$ cat src/rtl/ram_pattern_player_if.sv
// ram_pattern_player_if: read-only pattern RAM port between the player and arbiter port 2
interface ram_pattern_player_if;
  logic        CTRL_CSb;
  logic        CTRL_WEb;
  logic [7:0]  CTRL_ADDR;
  logic [31:0] CTRL_DATA_IN;
  logic [31:0] CTRL_DATA_OUT;
  logic        ARB_BUSY;
  modport master (output CTRL_CSb, CTRL_WEb, CTRL_ADDR, CTRL_DATA_IN, input CTRL_DATA_OUT, ARB_BUSY);
  modport slave  (input CTRL_CSb, CTRL_WEb, CTRL_ADDR, CTRL_DATA_IN, output CTRL_DATA_OUT, ARB_BUSY);
endinterface

$ cat src/rtl/ram_pattern_player.sv
// ram_pattern_player: fetches step words from pattern RAM and plays them onto GPIO_OUT
module ram_pattern_player #(
  parameter int GPIO_W = 16,
  parameter int CNT_W  = 14
) (
  input  logic              CLK,
  input  logic              RSTb,
  input  logic              START,
  input  logic              STOP,
  input  logic              LOOP_EN,
  input  logic [7:0]        START_ADDR,
  ram_pattern_player_if.master bus,
  output logic [GPIO_W-1:0] GPIO_OUT,
  output logic              STEP,
  output logic              RUNNING,
  output logic              DONE
);
  typedef enum logic [1:0] {IDLE, FETCH, WAIT, PLAY} state_t;
  typedef enum logic [1:0] {P_NONE, P_REQ, P_DAT, P_VAL} pf_t;
  state_t            state_q, state_d;
  pf_t               pf_q, pf_d;
  logic [7:0]        addr_q, addr_d, nxt;
  logic [CNT_W-1:0]  cnt_q, cnt_d;
  logic              end_q, end_d;
  logic [31:0]       buf_q, buf_d, ld_w;
  logic [GPIO_W-1:0] gpio_q, gpio_d;
  logic              step_q, step_d, run_q, run_d, done_q, done_d, ld;
  logic              unused_ok;
  assign unused_ok = ^ld_w[30:GPIO_W+CNT_W];
  assign nxt = addr_q + 8'd4;
  always_comb begin
    state_d = state_q;
    pf_d    = pf_q;
    addr_d  = addr_q;
    cnt_d   = cnt_q;
    end_d   = end_q;
    buf_d   = buf_q;
    gpio_d  = gpio_q;
    step_d  = 1'b0;
    run_d   = run_q;
    done_d  = 1'b0;
    ld      = 1'b0;
    ld_w    = bus.CTRL_DATA_OUT;
    case (state_q)
      IDLE:  if (START) begin
        addr_d  = {START_ADDR[7:2], 2'b00};
        run_d   = 1'b1;
        state_d = FETCH;
      end
      FETCH: if (!bus.ARB_BUSY) state_d = WAIT;
      WAIT:  begin
        ld      = 1'b1;
        state_d = PLAY;
      end
      PLAY:  begin
        if (cnt_q != '0) cnt_d = cnt_q - CNT_W'(1);
        if (pf_q == P_REQ && !bus.ARB_BUSY) pf_d = P_DAT;
        if (pf_q == P_DAT) begin
          pf_d  = P_VAL;
          buf_d = bus.CTRL_DATA_OUT;
        end
        if (cnt_q == '0) begin
          if (end_q && LOOP_EN) begin
            addr_d  = {START_ADDR[7:2], 2'b00};
            state_d = FETCH;
          end else if (end_q) begin
            state_d = IDLE;
            run_d   = 1'b0;
            done_d  = 1'b1;
          end else if (pf_q == P_VAL || pf_q == P_DAT) begin
            // a stalled prefetch is loaded straight off the bus on its capture edge
            ld     = 1'b1;
            addr_d = nxt;
            ld_w   = pf_q == P_VAL ? buf_q : bus.CTRL_DATA_OUT;
          end
        end
      end
      default: ;
    endcase
    if (ld) begin
      gpio_d = ld_w[GPIO_W-1:0];
      cnt_d  = ld_w[GPIO_W +: CNT_W];
      end_d  = ld_w[31];
      step_d = 1'b1;
      pf_d   = ld_w[31] ? P_NONE : P_REQ;
    end
    if (STOP) begin
      state_d = IDLE;
      pf_d    = P_NONE;
      gpio_d  = gpio_q;
      step_d  = 1'b0;
      run_d   = 1'b0;
      done_d  = 1'b0;
    end
  end
  always_ff @(posedge CLK or negedge RSTb) begin
    if (!RSTb) begin
      state_q <= IDLE;
      pf_q    <= P_NONE;
      addr_q  <= '0;
      cnt_q   <= '0;
      end_q   <= 1'b0;
      buf_q   <= '0;
      gpio_q  <= '0;
      step_q  <= 1'b0;
      run_q   <= 1'b0;
      done_q  <= 1'b0;
    end else begin
      state_q <= state_d;
      pf_q    <= pf_d;
      addr_q  <= addr_d;
      cnt_q   <= cnt_d;
      end_q   <= end_d;
      buf_q   <= buf_d;
      gpio_q  <= gpio_d;
      step_q  <= step_d;
      run_q   <= run_d;
      done_q  <= done_d;
    end
  end
  assign bus.CTRL_CSb     = !(state_q == FETCH || (state_q == PLAY && pf_q == P_REQ));
  assign bus.CTRL_ADDR    = state_q == PLAY ? nxt : addr_q;
  assign bus.CTRL_WEb     = 1'b1;
  assign bus.CTRL_DATA_IN = '0;
  assign GPIO_OUT         = gpio_q;
  assign STEP             = step_q;
  assign RUNNING          = run_q;
  assign DONE             = done_q;
endmodule
$ cat src/flat_wrapper.sv
// flat-port wrapper written by rule: the top's interface ports become plain ports
module ram_pattern_player_flat 
#(
  parameter int GPIO_W = 16,
  parameter int CNT_W  = 14
)
  (CLK, RSTb, START, STOP, LOOP_EN, START_ADDR, GPIO_OUT, STEP, RUNNING, DONE, bus_CTRL_CSb, bus_CTRL_WEb, bus_CTRL_ADDR, bus_CTRL_DATA_IN, bus_CTRL_DATA_OUT, bus_ARB_BUSY);
  ram_pattern_player_if bus_i ();
  input  logic CLK;
  input  logic RSTb;
  input  logic START;
  input  logic STOP;
  input  logic LOOP_EN;
  input  logic [7:0] START_ADDR;
  output logic [GPIO_W-1:0] GPIO_OUT;
  output logic STEP;
  output logic RUNNING;
  output logic DONE;
  output wire logic [$bits(bus_i.CTRL_CSb)-1:0] bus_CTRL_CSb;
  output wire logic [$bits(bus_i.CTRL_WEb)-1:0] bus_CTRL_WEb;
  output wire logic [$bits(bus_i.CTRL_ADDR)-1:0] bus_CTRL_ADDR;
  output wire logic [$bits(bus_i.CTRL_DATA_IN)-1:0] bus_CTRL_DATA_IN;
  input wire logic [$bits(bus_i.CTRL_DATA_OUT)-1:0] bus_CTRL_DATA_OUT;
  input wire logic [$bits(bus_i.ARB_BUSY)-1:0] bus_ARB_BUSY;
  assign bus_CTRL_CSb = bus_i.CTRL_CSb;
  assign bus_CTRL_WEb = bus_i.CTRL_WEb;
  assign bus_CTRL_ADDR = bus_i.CTRL_ADDR;
  assign bus_CTRL_DATA_IN = bus_i.CTRL_DATA_IN;
  assign bus_i.CTRL_DATA_OUT = bus_CTRL_DATA_OUT;
  assign bus_i.ARB_BUSY = bus_ARB_BUSY;
  ram_pattern_player #(.GPIO_W(GPIO_W), .CNT_W(CNT_W)) u_core (.CLK(CLK), .RSTb(RSTb), .START(START), .STOP(STOP), .LOOP_EN(LOOP_EN), .START_ADDR(START_ADDR), .bus(bus_i), .GPIO_OUT(GPIO_OUT), .STEP(STEP), .RUNNING(RUNNING), .DONE(DONE));
endmodule
$ cat config.mk
export PLATFORM = sky130hd
export DESIGN_NAME = ram_pattern_player_flat
export DESIGN_NICKNAME = d
export VERILOG_FILES = /design/src/rtl/ram_pattern_player_if.sv /design/src/rtl/ram_pattern_player.sv /design/src/flat_wrapper.sv
export SDC_FILE = /design/constraint.sdc
export NUM_CORES = 1
export LEC_CHECK = 0
export ABC_AREA = 1
export CAP_MARGIN = 5
export CORE_AREA = 3 3 138 140
export DETAILED_ROUTE_END_ITERATION = 12
export DIE_AREA = 0 0 141 143
export PLACE_DENSITY = 0.48
export SLEW_MARGIN = 20
export SYNTH_ARGS = -nofsm -noshare
export SYNTH_HDL_FRONTEND = slang
export SYNTH_SLANG_ARGS = --single-unit
$ cat constraint.sdc
create_clock -name CLK -period 3.7 [get_ports CLK]
set_input_delay 0.555 -clock CLK [delete_from_list [all_inputs] [get_ports CLK]]
set_output_delay 0.555 -clock CLK [all_outputs]
set_load 0.1 [all_outputs]
==> flow_summary.yaml, run 1 <==
synthesis:
  yosysTopAreaCell: "dfrtp_1"
  synth_top_area_share_pct: 42.2
  ys_seq_area_share_pct: 42.2
  ys_seq_elements: 75
  synth_edf_count: 0
  synthCells: 573
  netlist_area_mm2: 0.00445
  synth_top_flop_cell: "dfrtp_1"
  synth-async-reset-ratio_pct: 100
  syn_avg_cell_area_um2: 7.76
  ys_types: 41
  synthTopCellsByArea: "dfrtp_1, nand2_1, buf_4, o21ai_0, inv_1"
  yosysWarnings: 0
global_routing:
  grtUsageMet1_pct: 13.2
  met3_usage_pct: 3.32
  met2_usage_pct: 18.2
  grt_max_degree: 76
  grt-busiest-layer: "met2"
  grt_pass1_wl_mm: 18.1
  grt_overflow: 0
  grt_antenna_before_repair: 0
  grt_usage_pct: 11.2
  grt_pass1_vias: 3782
final_layout:
  fin_util_pct: 30.6
  finalNetCount: 687
  nFillCells: 1907
  drive_gt1_share_pct: 8.92
  diodes: 0
  synthToLayoutAreaGrowth_pct: 23.5
  stdcell_count: 868
  postLayoutCellArea_mm2: 0.00549
clock_network:
  clock_path_buffers: 2
  post_cts_buffers: 0
  numClockSinks: 75
  cts_tree: "yes"
  cts_root_buf: "clkbuf_16"
  clk_latency_ps: 350
  cts_resized: 0
  htreeDepth: 3
  cts_hold_buf: 0
  numCtsBuffers: 9
  cts.clk_slew.worst_paths_ps: 60
floorplan:
  die_x_um: 141
  die_area_mm2: 0.0202
  coreArea_mm2: 0.0180
  die_y_um: 143
  fp-row-count: 49
  start_util_pct: 24.8
  ios: 107
sta:
  drv_slew: 0
  finalClockSkew_ps: 4.42
  fmax_ghz: 0.408
  relSlewSlack_pct: 33.6
  tightest_slew_ps: 993
  hold_viol: 0
  setup_tns_ps: 0
  rsz0062_at_grt: "false"
  setup_ws_ps: 1250
  setup_viol: 0
  fin_crit_ps: 2450
  timing.final.crit_share_pct: 66.3
drt:
  dr.pass1.iters: 5
  wl_per_cell_um: 12.5
  routed_wirelength_mm: 10.8
  drt-initial-drc-count: 129
  vias: 3758
  via_per_inst: 4.33
  drc: 0
  ant_nets: 0
flow_run:
  cap_violations: 0
place:
  pre_cts_slack_ps: 1180
  place_congestion: 0.866
  dpl.cell_count: 851
  placed_cell_area_mm2: 0.00513
  numPortBuffers: 68
  detailed_place_hpwl_mm: 7.64
worst_setup_path:
  cp_max_fo: 34
  crit_buf_inv: 1
  end_kind: "flip-flop"
  crit_required_ps: 3900
  slowest_stage: "nand2_2"
  cpPeakStageDelay_ps: 420
  crit_family: "simple AND/OR/NAND/NOR gates"
  crit_arrival_ps: 2660
  cp-start-kind: "flip-flop"
  worstPathCellList: "inv_1 -> ha_1 -> nand2_2 -> nor2_4 -> nand3_4 -> nand2_4 -> nand2_2 -> nand2_1 -> o21ai_1"
  crit_path_frequent_cell: "nand2_2"
  worst-setup-path-type: "flip-flop to flip-flop"
pwr:
  power.density_mw_per_mm2: 867
  p_leak_nw: 2.71
  ir_drop_v: 0.000449
hold_path:
  hp-class: "input port to asynchronous set/reset pin"
run_status:
  status: "complete, no violations"
## worst paths after layout
kind                                 start             endpoint  slack, ps  depth (start not counted)
setup / recovery           u_core.cnt_q[0]  u_core.GPIO_OUT[14]       1250                          9
min in group CLK           u_core.buf_q[0]      u_core.buf_q[0]        480                          2
setup reg to reg           u_core.cnt_q[0]  u_core.GPIO_OUT[14]       1250                          9
hold reg to reg            u_core.buf_q[0]      u_core.buf_q[0]        480                          2
max in group asynchronous             RSTb     u_core.addr_q[6]       2980                          2
hold / removal                        RSTb      u_core.buf_q[1]        150                          1
## worst register-to-register path: cells and delay by family, from the launching register on
family | cells | cell delay [ps]
and+or+nand+nor | 6 | 1460
AOI/OAI and AO/OA | 1 | 80
DFF | 1 | 390
buffers and inverters | 1 | 100
adders and majority gates | 1 | 270
## registers in the layout, summed over array words and instances (netlist names)
signal / cells
u_core.GPIO_OUT: 16
u_core.pf_q: 2
u_core.end_q: 1
u_core.state_q: 2
u_core.DONE: 1
u_core.RUNNING: 1
u_core.STEP: 1
u_core.buf_q: 31
u_core.cnt_q: 14
u_core.addr_q: 6
## layout by cell type, fill, tap and decap left out, types with 2 or more instances in the layout
master and count:
clkbuf_16 9, a211oi_1 2, nand4_1 9, o21ai_0 48
dfrtp_1 75, nand3_1 33, nand2_1 166, mux2i_1 3
clkbuf_8 2, inv_1 57, nand2_4 3, a21oi_1 11
ha_1 7, conb_1 35, nand2_2 5, a31oi_1 2
o21ai_1 30, nor3_1 2, nand3_4 2, buf_4 12
xor2_1 4, bufinv_16 2, mux2_2 7, nor2_1 29
nor2_2 4, clkdlybuf4s50_1 60, o211ai_1 2
## cell families after synthesis
| group | after synthesis | share of synthesized area, % |
|---|---|---|
| other | 2 | 0.169 |
| multiplexers | 10 | 2.45 |
| XOR/XNOR | 5 | 0.985 |
| flip-flops | 75 | 42.2 |
| AO/OA/AOI/OAI | 98 | 11.6 |
| AND/OR/NAND/NOR | 260 | 26.2 |
| buffers and inverters | 116 | 14.5 |
| adder cells (fa/ha/maj) | 7 | 1.97 |
## report_power, final
part | switching (W) | total [W] | internal, W
Combinational | 0.00189 | 0.00249 | 0.000605
Sequential | 0.000222 | 0.00129 | 0.00107
Clock | 0.000350 | 0.000976 | 0.000626
Total | 0.00246 | 0.00476 | 0.00230
## synth_stat cells, drive strengths merged, types with 3 or more instances
cell type  instances
a21oi             11
buf               47
clkbuf             9
dfrtp             75
ha                 7
inv               59
mux2               7
mux2i              3
nand2            175
nand3             35
nand4              9
nor2              35
o21ai             79
xor2               4
## routing by layer
metal | up-vias | part of all wire, %
li1 | 1894 | -
met1 | 1732 | 44
met5 | - | 0
met3 | 23 | 6.4
met2 | 109 | 46
met4 | 0 | 3.4
## area by class of cell
class,count,area [um^2],share of cell area (%)
Inverter,60,228,4.15
Timing Repair Buffer,73,718,13.1
Tap cell,229,287,5.22
Multi-Input combinational cell,415,2050,37.4
Clock buffer,12,256,4.67
Clock inverter,4,72.6,1.32
Sequential cell,75,1880,34.2
## through the flow
stage	total power (W)	hold WS, ps
floorplan	0.00330	259
global placement	0.00378	461
detailed placement	0.00380	471
CTS	0.00482	423
global route	0.00507	177
finish	0.00476	146
Note: power is estimated with default switching activity, not from simulation.
==> inputs of run 2 (changes only) <==
==> constraint.sdc (replaced) <==
create_clock -name CLK -period 2.45 [get_ports CLK]
set_input_delay 0.3675 -clock CLK [delete_from_list [all_inputs] [get_ports CLK]]
set_output_delay 0.3675 -clock CLK [all_outputs]
set_load 0.1 [all_outputs]
==> run 2 against run 1 <==
  * The run now ends with negative hold slack left
  * Worst setup slack worse by 1000 ps
  * Register-to-register slack worse by 960 ps
  * Utilization is 0.41 points higher
  * Power is 55% higher
  * Final area is 1.3% higher
  * Global-route usage hardly changed
  * Critical path type is now flip-flop to output pin
  * Critical endpoint is now bus_CTRL_ADDR[6]
==> flow_summary.yaml, run 2 (synthesis results as in run 1) <==
worst_setup_path:
  slowest_stage: "dfrtp_1"
  end_kind: "output pin"
  worst-setup-path-type: "flip-flop to output pin"
  cpPeakStageDelay_ps: 440
  crit_arrival_ps: 1840
  r2r_slack_ps: 290
  worstPathCellList: "ha_1 -> clkinv_1 -> o21ai_1 -> buf_12"
  cp-start-kind: "flip-flop"
  crit_buf_inv: 2
  crit_family: "buffers and inverters"
  crit_required_ps: 2080
  cp_max_fo: 9
floorplan:
  fp-row-count: 49
  ios: 107
  start_util_pct: 24.8
  die_x_um: 141
  die_y_um: 143
  die_area_mm2: 0.0202
  coreArea_mm2: 0.0180
drt:
  via_per_inst: 4.28
  ant_nets: 0
  wl_per_cell_um: 12.3
  routed_wirelength_mm: 10.7
  drc: 0
  drt-initial-drc-count: 154
  dr.pass1.iters: 4
  vias: 3728
clock_network:
  numCtsBuffers: 9
  htreeDepth: 3
  cts_root_buf: "clkbuf_16"
  clock_path_buffers: 2
  clk_latency_ps: 340
  cts_hold_buf: 0
  numClockSinks: 75
  post_cts_buffers: 0
  cts_resized: 0
  cts_tree: "yes"
  cts.clk_slew.worst_paths_ps: 60
pwr:
  finalPower_w: 0.00740
  p_switching_w: 0.00376
  combPwrFrac_pct: 54.0
  p_leak_nw: 2.80
  switching_share_pct: 50.9
  p_clk_share_pct: 19.6
  intPower_w: 0.00364
  power_frac_seq_pct: 26.5
  ir_drop_v: 0.000700
  power.density_mw_per_mm2: 1330
sta:
  fin_crit_ps: 2210
  hold_viol: 3
  tightest_slew_ps: 630
  hold_ws_ps: -6.27
  setup_viol: 0
  rsz0062_at_grt: "false"
  fmax_ghz: 0.452
  timing.final.crit_share_pct: 90.2
  finalClockSkew_ps: 5.15
  setup_tns_ps: 0
  drv_slew: 0
  relSlewSlack_pct: 57.8
run_status:
  violations: "negative hold slack"
  status: "finished with violations"
final_layout:
  largest_reg_flops: 31
  postLayoutCellArea_mm2: 0.00556
  diodes: 0
  finalNetCount: 691
  final_common_cell: "nand2_1"
  drive_gt1_share_pct: 13.1
  top_register: "u_core.buf_q"
  stdcell_count: 872
  synthToLayoutAreaGrowth_pct: 25.1
  layout_common_cells: "nand2_1, dfrtp_1, inv_1"
global_routing:
  grt_overflow: 0
  grt_max_degree: 52
  grt_usage_pct: 11.1
  grt_pass1_wl_mm: 18.0
  grt_antenna_before_repair: 0
  grt_pass1_vias: 3677
hold_path:
  hp-class: "input port to asynchronous set/reset pin"
place:
  numPortBuffers: 68
  place_congestion: 0.840
  detailed_place_hpwl_mm: 7.87
  placed_cell_area_mm2: 0.00523
  dpl.cell_count: 856
flow_run:
  cap_violations: 0
[run 2: cell types whose count changed in the layout (fill, tap and decap cells not counted), sizes merged]
cell           change
buf               +23
clkinv             +2
clkdlybuf4s50     -19
clkbuf             -1
clkinvlp           -1
[run 2: stage by stage]
stage          hold slack, ps  util [%]  worst slack, ps
2_1_floorplan            71.9         -             -122
3_3_place_gp              377      29.1              179
3_5_place_dp              378      29.1              167
4_1_cts                  8.67      30.9              144
5_1_grt                  24.6      31.0             91.6
6_report                -6.27      31.0              240
[run 2: area by class of cell]
cell class	instances	area (um^2)
Clock buffer	11	253
Inverter	60	228
Sequential cell	75	1880
Fill cell	1901	12400
Clock inverter	5	75.1
Tap cell	229	287
Timing Repair Buffer	77	768
Multi-Input combinational cell	415	2080
[run 2: power groups by stage]
| stage | clock [W] | combinational [W] | sequential (W) |
|---|---|---|---|
| 2_1_floorplan | 0 | 0.00215 | 0.00285 |
| 5_1_grt | 0.00155 | 0.00432 | 0.00202 |
| 3_3_place_gp | 0 | 0.00396 | 0.00197 |
| 6_report | 0.00145 | 0.00399 | 0.00196 |
| 4_1_cts | 0.00150 | 0.00403 | 0.00196 |
| 3_5_place_dp | 0 | 0.00402 | 0.00197 |
[run 2: final timing paths]
| path | from | end | cells after the start |
|---|---|---|---|
| max | u_core.state_q[0] | bus_CTRL_ADDR[6] | 4 |
| min | RSTb | u_core.GPIO_OUT[1] | 1 |
| max reg2reg | u_core.state_q[0] | u_core.buf_q[21] | 7 |
| min reg2reg | u_core.buf_q[0] | u_core.buf_q[0] | 2 |
| max in group asynchronous | RSTb | u_core.buf_q[13] | 2 |
| min in group CLK | u_core.buf_q[0] | u_core.buf_q[0] | 2 |
[run 2: per-layer routing]
layer / global-route usage [%] / vias to the layer above / share of wire [%]
li1: - / 1897 / -
met1: 14.1 / 1718 / 45
met2: 17.8 / 99 / 47
met3: 3.11 / 14 / 5.7
met4: 4.74 / 0 / 2.1
met5: 0 / - / 0
==> RTL change 1 (flow settings as in run 2) <==
Re-encode `pf_t` (4 values) as one-hot, 4 bits wide.
--- a/src/rtl/ram_pattern_player.sv
+++ b/src/rtl/ram_pattern_player.sv
@@ -16,7 +16,7 @@
   output logic              DONE
 );
   typedef enum logic [1:0] {IDLE, FETCH, WAIT, PLAY} state_t;
-  typedef enum logic [1:0] {P_NONE, P_REQ, P_DAT, P_VAL} pf_t;
+  typedef enum logic [3:0] {P_NONE = 4'b0001, P_REQ = 4'b0010, P_DAT = 4'b0100, P_VAL = 4'b1000} pf_t;
   state_t            state_q, state_d;
   pf_t               pf_q, pf_d;
   logic [7:0]        addr_q, addr_d, nxt;
Behaviour: same outputs for any inputs over 4 cycles, from zero or initial values and one cycle with RSTb low; so few cycles prove little.
==> RTL change 1 against run 2 <==
Utilization rose by 1.3 points. Non-clock buffer count rose by 4. Wire length rose by 3.0%. Synthesized area rose by 3.1%. Total power rose by 12%. Sequential share of layout area fell by 0.43 points. Design area rose by 4.1%. Maximum frequency rose by 3.3%. Via count rose by 1.9%. Sequential cell count rose by 2. First-iteration DRC count rose by 44%. Die area did not move. Setup slack improved by 0.071 ns.
==> RTL change 1: results (changes against run 2) <==
Worst-path clk slew 0.06 ns (about the same); initial antenna violation count 0 (unchanged); cell family with most CP delay flip-flops (was buffers and inverters); asr flop ratio synth 100% (unchanged); status finished clean (was complete, but fails checks); post-DP HPWL 8.21 mm (was 7.87 mm); ant diodes 0 (unchanged); sequential area share after synthesis 42.1% (was 42.2%); Pleak 2.91 nW (was 2.80 nW); TritonRoute pass-1 iters 4 (unchanged); HP Class primary input to asynchronous set/reset pin (unchanged); Least-Margin Pin Slew 0.640 ns (was 0.630 ns); CTS H-tree lvls 3 (unchanged); Synth area leaders dfrtp_1 41%, nand2_1 13%, buf_4 6.2% (was dfrtp_1 42%, nand2_1 14%, buf_4 5.9%); nets 716 (was 691); initial DRC count 221 (was 154); Netlist cell types 40 (was 41); Placer Congestion 0.799 (was 0.840); gr usage total 11.7% (was 11.1%); cell internal pwr 0.00422 W (was 0.00364 W); most frequent cell after synthesis nand2_1 (unchanged); vias post-DR 3,799 (was 3,728); CP Max Fanout 5 (was 9); WL final 11.1 mm (was 10.7 mm); Longest Clk Path Bufs 2 (unchanged); post-CTS sizing 0 (unchanged); first-pass GRT wire length 19.0 mm (was 18.0 mm); CTS root buffer clkbuf_16 (unchanged); Largest register FFs 31 (unchanged); postcts setup bufs 0 (unchanged); largest net degree at the start of global routing 48 (was 52); IO buf count 68 (unchanged); synth cell count leaders 161 x nand2_1, 76 x dfrtp_1, 70 x inv_1, 49 x o21ai_0, 39 x nor2_1 (was 167 x nand2_1, 75 x dfrtp_1, 57 x inv_1, 48 x o21ai_0, 35 x buf_4); Peak VDD IR 1.20 mV (was 0.700 mV); skew final 0.00398 ns (was 0.00515 ns); total CTS buffers 9 (unchanged); Post-DP Area 0.00543 mm^2 (was 0.00523 mm^2); Reg2Reg Depth 10 (was 7); critical path arrival 1.77 ns (was 1.84 ns); share of layout cells above drive strength 1 12.1% (was 13.1%); Slowest-stage cell, CP dfrtp_1 (unchanged)
[RTL change 1: cell count changes after synthesis, moves of 4 or more]
cell      change
o21a_1       +17
inv_1        +13
nor2_1       +10
o21ai_1      -10
buf_2         +8
mux2_2        -6
nand2_1       -6
buf_6         -5
nand4_1       -5
clkbuf_1      -4
xor2_1        +4
[RTL change 1: final timing paths]
check,end,startpoint,slack [ns]
max,bus_CTRL_ADDR[6],u_core.addr_q[2]$_DFFE_PN0P_,0.31
min,u_core.buf_q[4]$_DFFE_PN0P_,RSTb,0.05
max reg2reg,u_core.cnt_q[2]$_DFFE_PN0P_,u_core.cnt_q[0]$_DFFE_PN0P_,0.42
min reg2reg,u_core.buf_q[10]$_DFFE_PN0P_,u_core.buf_q[10]$_DFFE_PN0P_,0.49
max in group asynchronous,u_core.pf_q[0]$_DFFE_PN1P_,RSTb,1.76
min in group CLK,u_core.buf_q[10]$_DFFE_PN0P_,u_core.buf_q[10]$_DFFE_PN0P_,0.49
[RTL change 1: power by group through the flow]
stage               clock [W]  combinational (W)  sequential, W
CTS                   0.00167            0.00443        0.00226
finish                0.00161            0.00438        0.00226
detailed placement          0            0.00441        0.00228
global route          0.00173            0.00474        0.00235
global placement            0            0.00436        0.00226
floorplan                   0            0.00245        0.00316
[RTL change 1: cells by family (layout without fill, tap and decap cells)]
kind of cell	count (synthesis)	in the layout	synth area share (%)
muxes	1	1	0.246
xor gates and xnor gates	12	12	2.29
and+or+nand+nor	260	260	25.3
DFF	77	77	42.1
buffers and inverters	129	169	14.6
AOI/OAI and AO/OA	107	107	13.4
other	2	35	0.164
adders and majority gates	7	7	1.91
[RTL change 1: final cells by class]
cell class / count / area [um^2]
Fill cell: 1931 / 12200
Multi-Input combinational cell: 422 / 2130
Sequential cell: 77 / 1930
Timing Repair Buffer: 81 / 811
Tap cell: 229 / 287
Inverter: 72 / 275
Clock buffer: 13 / 270
Clock inverter: 3 / 90.1
[RTL change 1: metal layers]
layer | wire, um | up-vias | global-route usage [%]
li1 | - | 1951 | -
met1 | 5030 | 1758 | 14.2
met2 | 5370 | 76 | 20.0
met3 | 437 | 14 | 3.22
met4 | 217 | 0 | 4.13
met5 | 0 | - | 0
[RTL change 1: per-stage QoR]
stage               hold slack, ns  TNS (ns)  setup WS [ns]  instances  power [W]
floorplan                   0.0719    -0.900         -0.300        628    0.00560
global placement             0.438         0          0.386        881    0.00662
detailed placement           0.439         0          0.383        881    0.00669
CTS                         0.0684         0          0.292        897    0.00836
global route                 0.101         0          0.160        897    0.00881
finish                      0.0480         0          0.310        897    0.00825
==> RTL change 2 (settings of run 2) <==
Made on the original files. `GPIO_W` is set to 16 in 2 places; all go to 14.
--- a/src/rtl/ram_pattern_player.sv
+++ b/src/rtl/ram_pattern_player.sv
@@ -1,6 +1,6 @@
 // ram_pattern_player: fetches step words from pattern RAM and plays them onto GPIO_OUT
 module ram_pattern_player #(
-  parameter int GPIO_W = 16,
+  parameter int GPIO_W = 14,
   parameter int CNT_W  = 14
 ) (
   input  logic              CLK,
--- a/src/flat_wrapper.sv
+++ b/src/flat_wrapper.sv
@@ -1,7 +1,7 @@
 // flat-port wrapper written by rule: the top's interface ports become plain ports
 module ram_pattern_player_flat 
 #(
-  parameter int GPIO_W = 16,
+  parameter int GPIO_W = 14,
   parameter int CNT_W  = 14
 )
   (CLK, RSTb, START, STOP, LOOP_EN, START_ADDR, GPIO_OUT, STEP, RUNNING, DONE, bus_CTRL_CSb, bus_CTRL_WEb, bus_CTRL_ADDR, bus_CTRL_DATA_IN, bus_CTRL_DATA_OUT, bus_ARB_BUSY);
Interface: changed (resized GPIO_OUT); port bits go from 107 to 105. No check against the original RTL was run, so the function may have changed too.
==> RTL change 2 against run 2 <==
Largest power group unchanged. Setup slack worse by 0.074 ns. Total power is 5.7% lower. Critical path type unchanged. Design area is 5.3% lower. Sequential cell count is 4 lower. Synthesized cell count is 4.5% lower. Synthesized area is 5.6% lower. Wire length is 2.3% lower. Critical endpoint is now bus_CTRL_CSb. Clock skew is 0.0034 ns higher.
==> RTL change 2: results (changes against run 2) <==
Post-DP Area 0.00498 mm^2 (was 0.00523 mm^2); WL final 10.5 mm (was 10.7 mm); postcts setup bufs 0 (unchanged); gr usage total 10.9% (was 11.1%); largest net degree at the start of global routing 72 (was 52); IO buf count 64 (was 68); synth cell count leaders 187 x nand2_1, 71 x dfrtp_1, 53 x o21ai_0, 44 x inv_1, 36 x buf_4 (was 167 x nand2_1, 75 x dfrtp_1, 57 x inv_1, 48 x o21ai_0, 35 x buf_4); met2 WL post-DR 4.86 mm (was 5.08 mm); share of layout cells above drive strength 1 11.7% (was 13.1%); Slowest-stage cell, CP dfrtp_1 (unchanged); HP Class primary input to asynchronous set/reset pin (unchanged); Netlist cell types 38 (was 41); total CTS buffers 9 (unchanged); critical path arrival 1.92 ns (was 1.84 ns); initial DRC count 189 (was 154); Avg Inst Size Synth 7.67 um^2 (was 7.76 um^2); Longest Clk Path Bufs 2 (unchanged); Worst-path clk slew 0.06 ns (about the same); nets 664 (was 691); CTS root buffer clkbuf_16 (unchanged); met2 Usage GRT 17.0% (was 17.8%); Finished Layout Cells 844 (was 872); post-DP HPWL 7.42 mm (was 7.87 mm); dpl cells 829 (was 856); vias post-DR 3,495 (was 3,728); Least-Margin Pin Slew 0.724 ns (was 0.630 ns); M1 WL 5.11 mm (was 4.81 mm); vias in the first global route 3,386 (was 3,677); Peak VDD IR 0.851 mV (was 0.700 mV); status finished clean (was complete, but fails checks); ant diodes 0 (unchanged); met1 global-route usage 14.7% (was 14.1%); skew final 0.00853 ns (was 0.00515 ns); sequential area share after synthesis 42.3% (was 42.2%); initial antenna violation count 0 (unchanged); routing usage on met3 2.14% (was 3.11%); first-pass GRT wire length 17.6 mm (was 18.0 mm); FILL cells 1,937 (was 1,901); Largest register FFs 29 (was 31); Synth area leaders dfrtp_1 42%, nand2_1 17%, buf_4 6.4% (was dfrtp_1 42%, nand2_1 14%, buf_4 5.9%); highest routed layer met4 (unchanged); CP Max Fanout 7 (was 9); pwr/cell area 1320 mW/mm^2 (was 1330 mW/mm^2); CTS H-tree lvls 3 (unchanged); routed wl met3 330 um (was 613 um); Slew Viols, Final 0 (unchanged); Placer Congestion 0.817 (was 0.840); Synth Warn # 0 (unchanged); critical path's largest stage delay 0.43 ns; Largest Register u_core.buf_q (unchanged); Pleak 2.63 nW (was 2.80 nW)
[RTL change 2: changes by cell type after synthesis, moves of 4 or more]
cell | run 2 | this run
nand2_1 | 167 | 187
nand3_1 | 33 | 18
inv_1 | 57 | 44
a21oi_1 | 11 | 4
mux2_2 | 7 | 0
nor2_1 | 29 | 24
o21ai_0 | 48 | 53
clkbuf_1 | 9 | 5
dfrtp_1 | 75 | 71
[RTL change 2: area by class of cell]
| type | instances | area share, % |
|---|---|---|
| Multi-Input combinational cell | 410 | 37.8 |
| Tap cell | 229 | 5.44 |
| Clock inverter | 3 | 0.831 |
| Inverter | 48 | 3.47 |
| Clock buffer | 12 | 4.68 |
| Timing Repair Buffer | 71 | 14.1 |
| Sequential cell | 71 | 33.7 |
[RTL change 2: cell families (layout without fill, tap and decap cells)]
family                   after synthesis  in the layout  synth area share, %
multiplexers                           3              3                0.716
adder cells (fa/ha/maj)                7              7                 2.09
flip-flops                            71             71                 42.3
AO/OA/AOI/OAI                         98             98                 12.4
AND/OR/NAND/NOR                      257            257                 27.0
buffers and inverters                 99            134                 13.2
other                                  2             35                0.179
XOR/XNOR                              10             10                 2.09
[RTL change 2: final timing paths]
path | slack (ns) | end | depth (start not counted) | start
worst max-delay path | 0.17 | bus_CTRL_CSb | 4 | u_core.state_q[0]$_DFFE_PN0P_
worst max register to register | 0.33 | u_core.cnt_q[7]$_DFFE_PN0P_ | 9 | u_core.state_q[0]$_DFFE_PN0P_
max in group asynchronous | 2.06 | u_core.buf_q[23]$_DFFE_PN0P_ | 2 | RSTb
worst min-delay path | 0.04 | u_core.buf_q[13]$_DFFE_PN0P_ | 2 | RSTb
min in group CLK | 0.48 | u_core.buf_q[24]$_DFFE_PN0P_ | 2 | u_core.buf_q[24]$_DFFE_PN0P_
worst min register to register | 0.48 | u_core.buf_q[24]$_DFFE_PN0P_ | 2 | u_core.buf_q[24]$_DFFE_PN0P_
[RTL change 2: where the power goes]
part / switching [W] / leakage [nW] / internal [W]
Clock: 0.000501 / 0.143 / 0.000811
Sequential: 0.000325 / 0.780 / 0.00154
Combinational: 0.00275 / 1.70 / 0.00105
Total: 0.00358 / 2.63 / 0.00340
[RTL change 2: stage by stage]
stage | hold slack, ns | setup slack [ns]
2_1_floorplan | 0.0719 | -0.430
3_3_place_gp | 0.435 | 0.340
3_5_place_dp | 0.437 | 0.321
4_1_cts | 0.0691 | 0.135
5_1_grt | 0.0988 | 0.0696
6_report | 0.0396 | 0.165
[RTL change 2: critical path, delay by kind of cell (launching register included)]
kind	cells	cell delay [ns]
fa+ha+maj	1	0.36
buf+inv	2	0.45
compound gates	1	0.34
flops	1	0.43
